<file path="config.mk">
export PLATFORM = sky130hd
export DESIGN_NAME = div_unit
export DESIGN_NICKNAME = d
export VERILOG_FILES = /design/src/rtl/div_unit.sv
export SDC_FILE = /design/constraint.sdc
export NUM_CORES = 1
export LEC_CHECK = 0
export ABC_AREA = 1
export BUFFER_PORTS_ARGS = -buffer_cell sky130_fd_sc_hd__clkbuf_2
export CORE_MARGIN = 2
export CORE_UTILIZATION = 35
export CTS_CLUSTER_DIAMETER = 200
export DETAILED_ROUTE_END_ITERATION = 8
export GPL_TIMING_DRIVEN = 0
export PLACE_DENSITY = 0.52
export SYNTH_ARGS = -nofsm -noshare
export SYNTH_HDL_FRONTEND = slang
export SYNTH_SLANG_ARGS = --single-unit
export TNS_END_PERCENT = 30
</file>
<file path="constraint.sdc">
create_clock -name clk -period 2.45 [get_ports clk]
set_clock_uncertainty 0.05 [all_clocks]
set_input_delay 0.49 -clock clk [delete_from_list [all_inputs] [get_ports clk]]
set_output_delay 0.49 -clock clk [all_outputs]
set_load 0.05 [all_outputs]
</file>
<file path="src/rtl/div_unit.sv">
// Iterative radix-2 restoring divider for DIV/DIVU/REM/REMU with busy/done handshake.
// Divide-by-zero and signed overflow bypass the iteration loop and finish one cycle after go.
module div_unit #(
    parameter int unsigned XLEN = 32
) (
    input  logic            clk,
    input  logic            clr,
    input  logic            go,
    input  logic [1:0]      func3,
    input  logic [XLEN-1:0] rs1,
    input  logic [XLEN-1:0] rs2,
    output logic            busy,
    output logic            done,
    output logic [XLEN-1:0] rd
);

    localparam int unsigned CntW = (XLEN > 1) ? $clog2(XLEN) : 1;
    localparam logic [CntW-1:0] CntLoad = CntW'(XLEN - 1);

    typedef enum logic [1:0] {
        StIdle,
        StCalc,
        StFix,
        StDone
    } state_e;

    state_e            state_q, state_d;
    logic [CntW-1:0]   cnt_q, cnt_d;
    logic [XLEN-1:0]   quo_q, quo_d;
    logic [XLEN:0]     rem_q, rem_d;
    logic [XLEN-1:0]   dvsr_q, dvsr_d;
    logic              neg_quo_q, neg_quo_d;
    logic              neg_rem_q, neg_rem_d;
    logic              sel_rem_q, sel_rem_d;
    logic [XLEN-1:0]   rd_q, rd_d;

    // Operand decode at the accepting edge
    logic              is_signed;
    logic              sign1, sign2;
    logic [XLEN-1:0]   abs1, abs2;
    logic              div_zero, overflow;
    logic [XLEN-1:0]   min_val;

    // One restoring iteration
    logic [XLEN:0]     r_shift;
    logic              q_bit;
    logic [XLEN:0]     r_next;

    // Sign-corrected results
    logic [XLEN-1:0]   quo_fix, rem_fix;

    logic              accept;

    always_comb begin
        is_signed = ~func3[0];
        sign1     = is_signed & rs1[XLEN-1];
        sign2     = is_signed & rs2[XLEN-1];
        abs1      = sign1 ? (~rs1 + 1'b1) : rs1;
        abs2      = sign2 ? (~rs2 + 1'b1) : rs2;
        min_val   = {1'b1, {(XLEN-1){1'b0}}};
        div_zero  = (rs2 == '0);
        overflow  = is_signed && (rs1 == min_val) && (&rs2);
    end

    always_comb begin
        r_shift = {rem_q[XLEN-1:0], quo_q[XLEN-1]};
        q_bit   = (r_shift >= {1'b0, dvsr_q});
        r_next  = q_bit ? (r_shift - {1'b0, dvsr_q}) : r_shift;
    end

    always_comb begin
        quo_fix = neg_quo_q ? (~quo_q + 1'b1) : quo_q;
        rem_fix = neg_rem_q ? (~rem_q[XLEN-1:0] + 1'b1) : rem_q[XLEN-1:0];
    end

    // go is taken whenever the unit is not busy, which allows back-to-back issue
    // on the edge where done falls.
    assign accept = go && ((state_q == StIdle) || (state_q == StDone));

    always_comb begin
        state_d   = state_q;
        cnt_d     = cnt_q;
        quo_d     = quo_q;
        rem_d     = rem_q;
        dvsr_d    = dvsr_q;
        neg_quo_d = neg_quo_q;
        neg_rem_d = neg_rem_q;
        sel_rem_d = sel_rem_q;
        rd_d      = rd_q;

        unique case (state_q)
            StIdle, StDone: begin
                state_d = StIdle;
                if (accept) begin
                    sel_rem_d = func3[1];
                    cnt_d     = CntLoad;
                    dvsr_d    = abs2;
                    if (div_zero || overflow) begin
                        // Special results are parked un-negated and written by StFix.
                        quo_d     = div_zero ? '1 : rs1;
                        rem_d     = div_zero ? {1'b0, rs1} : '0;
                        neg_quo_d = 1'b0;
                        neg_rem_d = 1'b0;
                        state_d   = StFix;
                    end else begin
                        quo_d     = abs1;
                        rem_d     = '0;
                        neg_quo_d = sign1 ^ sign2;
                        neg_rem_d = sign1;
                        state_d   = StCalc;
                    end
                end
            end
            StCalc: begin
                quo_d = {quo_q[XLEN-2:0], q_bit};
                rem_d = r_next;
                if (cnt_q == '0) begin
                    state_d = StFix;
                end else begin
                    cnt_d = cnt_q - 1'b1;
                end
            end
            StFix: begin
                rd_d    = sel_rem_q ? rem_fix : quo_fix;
                state_d = StDone;
            end
            default: state_d = StIdle;
        endcase
    end

    always_ff @(posedge clk) begin
        if (clr) begin
            state_q   <= StIdle;
            cnt_q     <= '0;
            quo_q     <= '0;
            rem_q     <= '0;
            dvsr_q    <= '0;
            neg_quo_q <= 1'b0;
            neg_rem_q <= 1'b0;
            sel_rem_q <= 1'b0;
            rd_q      <= '0;
        end else begin
            state_q   <= state_d;
            cnt_q     <= cnt_d;
            quo_q     <= quo_d;
            rem_q     <= rem_d;
            dvsr_q    <= dvsr_d;
            neg_quo_q <= neg_quo_d;
            neg_rem_q <= neg_rem_d;
            sel_rem_q <= sel_rem_d;
            rd_q      <= rd_d;
        end
    end

    assign busy = (state_q == StCalc) || (state_q == StFix);
    assign done = (state_q == StDone);
    assign rd   = rd_q;

endmodule
</file>
==> flow_summary.json, run 1 <==
{
  "p_switching_w": 0.0125,
  "setup_viol": 0,
  "die_h_um": 200,
  "netlist_area_mm2": 0.0134,
  "critPathKind": "register to register",
  "place_ws_ns": -0.584,
  "intPower_w": 0.00962,
  "final_nets": 2712,
  "period_share_pct": 97.9,
  "async_flop_share_pct": 0,
  "slew_headroom_pct": 40.3,
  "cts_sinks": 138,
  "peakVddDrop_v": 0.000648,
  "p_sw_share_pct": 56.5,
  "power_frac_comb_pct": 68.0,
  "crit_arrival_ns": 2.72,
  "synthCells": 2461,
  "status": "completed",
  "synth_common_cells": "nand2_1 (737), inv_1 (365), nor2_1 (324)",
  "hold_buffers": 0,
  "antennaDiodeCount": 0,
  "maxSlewViolCount": 0,
  "min_path_type": "input port to register",
  "core-area_mm2": 0.0377,
  "antenna_found_initial": 0,
  "grt_pass1_wl_um": 89300,
  "synth_cell_types": 50,
  "period_minus_slack_ns": 2.40,
  "yosys-top-cells-area": "nand2_1 (21%), dfxtp_1 (21%), inv_1 (10%)",
  "die-area_mm2": 0.0399,
  "yosys.area.top_type_share_pct": 20.6,
  "wl_per_cell_um": 19.2,
  "dpl.hpwl_um": 48800,
  "gp_congestion": 1.01,
  "wl_um": 59900,
  "tightest_slew_ns": 0.895,
  "place_area_mm2": 0.0146,
  "ioPinCount": 103,
  "drc": 0,
  "syn_to_final_growth_pct": 19.1,
  "path_clk_slew_ns": 0.06,
  "vias": 16255,
  "grt_max_degree": 17,
  "synth_edf_count": 0,
  "grt_usage_pct": 30.0,
  "cts_max_path_buffers": 2,
  "ys_seq_area_share_pct": 20.6,
  "cts_tree": "done",
  "io_buffers": 101,
  "vias_per_cell": 5.20,
  "hold_violations": 0,
  "first_pass_iters": 8,
  "powerDensity_mw_per_mm2": 1380,
  "ant_nets": 0,
  "initial_core_util_pct": 35.6,
  "fp.dieW_um": 200,
  "synth.most_common_cell": "nand2_1",
  "rows": 71,
  "cp_data_required_time_ns": 2.77,
  "cts-root-buf": "clkbuf_16",
  "syn_avg_cell_area_um2": 5.45,
  "synth.largest_area_cell": "nand2_1",
  "synth_fp_nets": 2573,
  "drt_iter0_drc": 1356,
  "seq_power_share_pct": 19.5,
  "cap_violations": 0,
  "drive_gt1_share_pct": 13.8,
  "cts.htree.levels": 4,
  "yosys_warnings": 0,
  "cp-start-kind": "register",
  "p_leak_nw": 8.08,
  "fin_ws_ns": 0.0515,
  "cp_max_fo": 9,
  "gr-total-overflow": 0,
  "numCtsBuffers": 17,
  "clock_insertion_delay_worst_skew_ns": 0.46,
  "rsz0062_at_grt": "true",
  "worst_setup_path_end_kind": "register",
  "ys.flop_type": "dfxtp_1",
  "power_frac_clock_pct": 12.5,
  "finalPower_w": 0.0221,
  "ys_ff_latch": 138,
  "grt_pass1_vias": 15126,
  "design_area_mm2": 0.0160,
  "max_freq_mhz": 417
}
==> per-layer routing <==
metal  GRT usage [%]  part of all wire [%]
met1            40.7                    45
met2            47.4                    43
met3            4.30                   7.3
met4            13.2                   4.2
met5               0                     0
==> power groups by stage <==
stage               sequential, W  combinational [W]  clock, W
floorplan                 0.00412            0.00894         0
global placement          0.00414             0.0132         0
detailed placement        0.00415             0.0133         0
CTS                       0.00421             0.0138   0.00277
global route              0.00435             0.0165   0.00287
finish                    0.00430             0.0150   0.00276
==> path summary, 6_finish.rpt <==
kind	slack, ns	from	end	cells after the start
worst max-delay path	0.05	rem_q[7]	rem_q[18]	15
worst min-delay path	0.33	rs2[0]	dvsr_q[0]	3
worst max register to register	0.05	rem_q[7]	rem_q[18]	15
worst min register to register	0.42	cnt_q[0]	cnt_q[0]	1
==> repair_timing <==
item                       in CTS  in global routing
gates cloned                    0                  2
pin swaps                       0                 12
buffers inserted                3                 14
resized for setup              79                112
setup endpoints to repair      70                 80
==> worst max-delay path, cell delays in order, from the launching register on <==
cell	delay (ns)
dfxtp_4	0.46
ha_4	0.26
nand2_2	0.12
inv_2	0.04
a21oi_2	0.19
nand3_2	0.16
nand2_2	0.13
nand2_4	0.08
nand2_8	0.11
nand2_8	0.10
nor2_8	0.19
buf_6	0.14
nand2_1	0.06
nand2_1	0.06
nor2_1	0.05
nor2_1	0.10
==> cell usage in the layout, fill, tap and decap left out, drive strengths merged <==
cell	count
fa	1
o21a	3
mux2i	1
inv	384
nor2	343
nand3b	4
xnor2	13
nor3	35
xor2	28
clkinv	6
o22ai	2
clkbuf	179
nand4	44
a21boi	1
ha	42
a21o	2
o211ai	17
bufinv	3
o32ai	2
nand2	749
o21bai	11
o21ai	218
a31oi	6
buf	47
or2	3
a21oi	113
dfxtp	138
and2	3
o221ai	5
and3	2
clkinvlp	4
nand3	198
a211oi	2
nor4	4
==> per-stage QoR <==
stage | TNS (ns) | utilization [%] | std cells | hold slack [ns]
2_1_floorplan | 0 | - | 2461 | 0.381
3_3_place_gp | -25.42 | 38.7 | 3073 | 0.403
3_5_place_dp | -26.23 | 38.7 | 3073 | 0.416
4_1_cts | -0.00568 | 41.2 | 3108 | 0.303
5_1_grt | -0.0609 | 42.4 | 3124 | 0.344
6_report | 0 | 42.4 | 3124 | 0.327
==> flip-flops by register name, indices dropped and copies added, names as in the netlist <==
register	cells
cnt_q	5
dvsr_q	32
neg_quo_q	1
neg_rem_q	1
quo_q	32
rd	32
rem_q	32
sel_rem_q	1
state_q	2
==> cell families after synthesis <==
kind of cell	Yosys count	share of synthesized area, %
AOI/OAI and AO/OA	382	15.3
xor gates and xnor gates	41	2.68
adders and majority gates	43	4.07
buffers and inverters	471	13.6
DFF	138	20.6
muxes	1	0.0746
and+or+nand+nor	1385	43.6
==> layout make-up <==
type,instances,area (um^2)
buffer,87,420
clock buffer,19,443
clock inverter,13,166
fill,4350,21700
inverter,384,1450
multi-input combinational,1852,9360
sequential,138,2840
tap,511,639
timing repair buffer,120,666
Power figures use the tool's default switching activity.
==> run 2, diff against run 1 <==
- GPL_TIMING_DRIVEN: 0 -> not set
==> flow_summary.json, run 2 (synthesized netlist as in run 1, its figures left out) <==
{
  "cts_sinks": 138,
  "max_freq_mhz": 425,
  "slew_headroom_pct": 58.6,
  "p_leak_nw": 8.41,
  "gp_congestion": 0.990,
  "worst_setup_path_end_kind": "register",
  "first_pass_iters": 6,
  "grt_pass1_wl_um": 85000,
  "dpl.cell_count": 3121,
  "ff2ff_path_depth": 12,
  "vias_per_cell": 5.13,
  "cts-root-buf": "clkbuf_16",
  "grt_pass1_vias": 14647,
  "wl_um": 56100,
  "grt_usage_pct": 28.2,
  "ioPinCount": 103,
  "min_delay_path_depth": 3,
  "cp_data_required_time_ns": 2.74,
  "crit_arrival_ns": 2.65,
  "layout.cells.non_filler": 3154,
  "cp-start-kind": "register",
  "clock_insertion_delay_worst_skew_ns": 0.45,
  "design_area_mm2": 0.0161,
  "status": "completed",
  "gr-total-overflow": 0,
  "maxSlewViolCount": 0,
  "die-area_mm2": 0.0399,
  "hold_buffers": 0,
  "numCtsBuffers": 17,
  "cts_tree": "done",
  "final_cell_mix": "nand2_1 (729), inv_1 (361), nor2_1 (319)",
  "grt_max_degree": 60,
  "ant_nets": 0,
  "drc": 0,
  "path_clk_slew_ns": 0.07,
  "io_buffers": 102,
  "die_h_um": 200,
  "setup_viol": 0,
  "period_minus_slack_ns": 2.35,
  "initial_core_util_pct": 35.6,
  "cts_max_path_buffers": 2,
  "tightest_slew_ns": 0.621,
  "period_share_pct": 96.1,
  "final_nets": 2742,
  "n_fill_cell": 4221,
  "min_path_type": "input port to register",
  "critPathKind": "register to register",
  "totalNegativeSetupSlack_ns": 0,
  "drt_iter0_drc": 1475,
  "drive_gt1_share_pct": 14.6,
  "syn_to_final_growth_pct": 20.2,
  "multi_input_area_mm2": 0.00908,
  "hold_violations": 0,
  "cts.htree.levels": 4,
  "final_common_cell": "nand2_1",
  "antenna_found_initial": 2,
  "wl_per_cell_um": 17.8,
  "cap_violations": 0,
  "dpl.hpwl_um": 45200,
  "finalPower_w": 0.0218,
  "rows": 71,
  "peakVddDrop_v": 0.000581,
  "regArea_mm2": 0.00277,
  "fp.dieW_um": 200,
  "vias": 16192,
  "cp_max_fo": 10,
  "antennaDiodeCount": 0,
  "powerDensity_mw_per_mm2": 1350,
  "core-area_mm2": 0.0377,
  "place_area_mm2": 0.0152,
  "rsz0062_at_grt": "true"
}
==> run 2: changes by cell type in the layout (fill, tap and decap cells not counted), sizes merged <==
cell	change
clkinv	-3
bufinv	-1
inv	+2
buf	+88
clkbuf	-57
clkinvlp	+1
==> run 2: final timing paths <==
kind                                 start         to  slack [ns]
worst max-delay path            dvsr_q[28]  rem_q[29]         0.1
worst min-delay path              func3[1]  sel_rem_q        0.33
worst max register to register  dvsr_q[28]  rem_q[29]         0.1
worst min register to register    cnt_q[0]   cnt_q[0]        0.42
==> run 2: area by class of cell <==
class | instances | share of cell area (%)
Inverter | 384 | 8.94
Multi-Input combinational cell | 1852 | 56.3
Timing Repair Buffer | 237 | 9.84
Sequential cell | 138 | 17.2
Clock inverter | 12 | 0.854
Clock buffer | 20 | 2.90
Tap cell | 511 | 3.97
==> run 2: worst max-delay path, stage by stage, from the launching register on <==
cell	delay [ns]
dfxtp_1	0.31
inv_1	0.11
ha_1	0.39
nand2_1	0.12
nor3_2	0.20
nand4_1	0.16
nor2_4	0.20
nor2_8	0.07
nand2_8	0.10
buf_4	0.19
nand3_1	0.13
a21oi_1	0.16
nor2_1	0.06
==> run 2: per-layer routing <==
metal,routed length [um],track usage (%)
met1,26800,40.2
met5,26,0
met2,24700,45.4
met3,3510,3.11
met4,1110,6.67
==> run 2: per-stage QoR <==
step           utilization [%]  hold WS [ns]  setup WS (ns)
6_report                  42.8         0.326         0.0963
2_1_floorplan                -         0.381          0.258
3_5_place_dp              40.5         0.406        -0.0349
5_1_grt                   42.8         0.349        -0.0211
3_3_place_gp              40.5         0.393        -0.0228
4_1_cts                   42.1         0.311        0.00305
==> run 2: where the power goes <==
| group | switching, W | internal (W) |
|---|---|---|
| combinational | 0.0101 | 0.00514 |
| sequential | 0.000816 | 0.00302 |
| clock | 0.00113 | 0.00159 |
| total | 0.0120 | 0.00974 |
==> run 2: repair_timing <==
item / in CTS / in global routing
resized for setup: 1 / 54
setup buffers: 0 / 1
endpoints found under the hold margin: 0 / 0
setup endpoints to repair: 2 / 38
pin swaps: 0 / 5
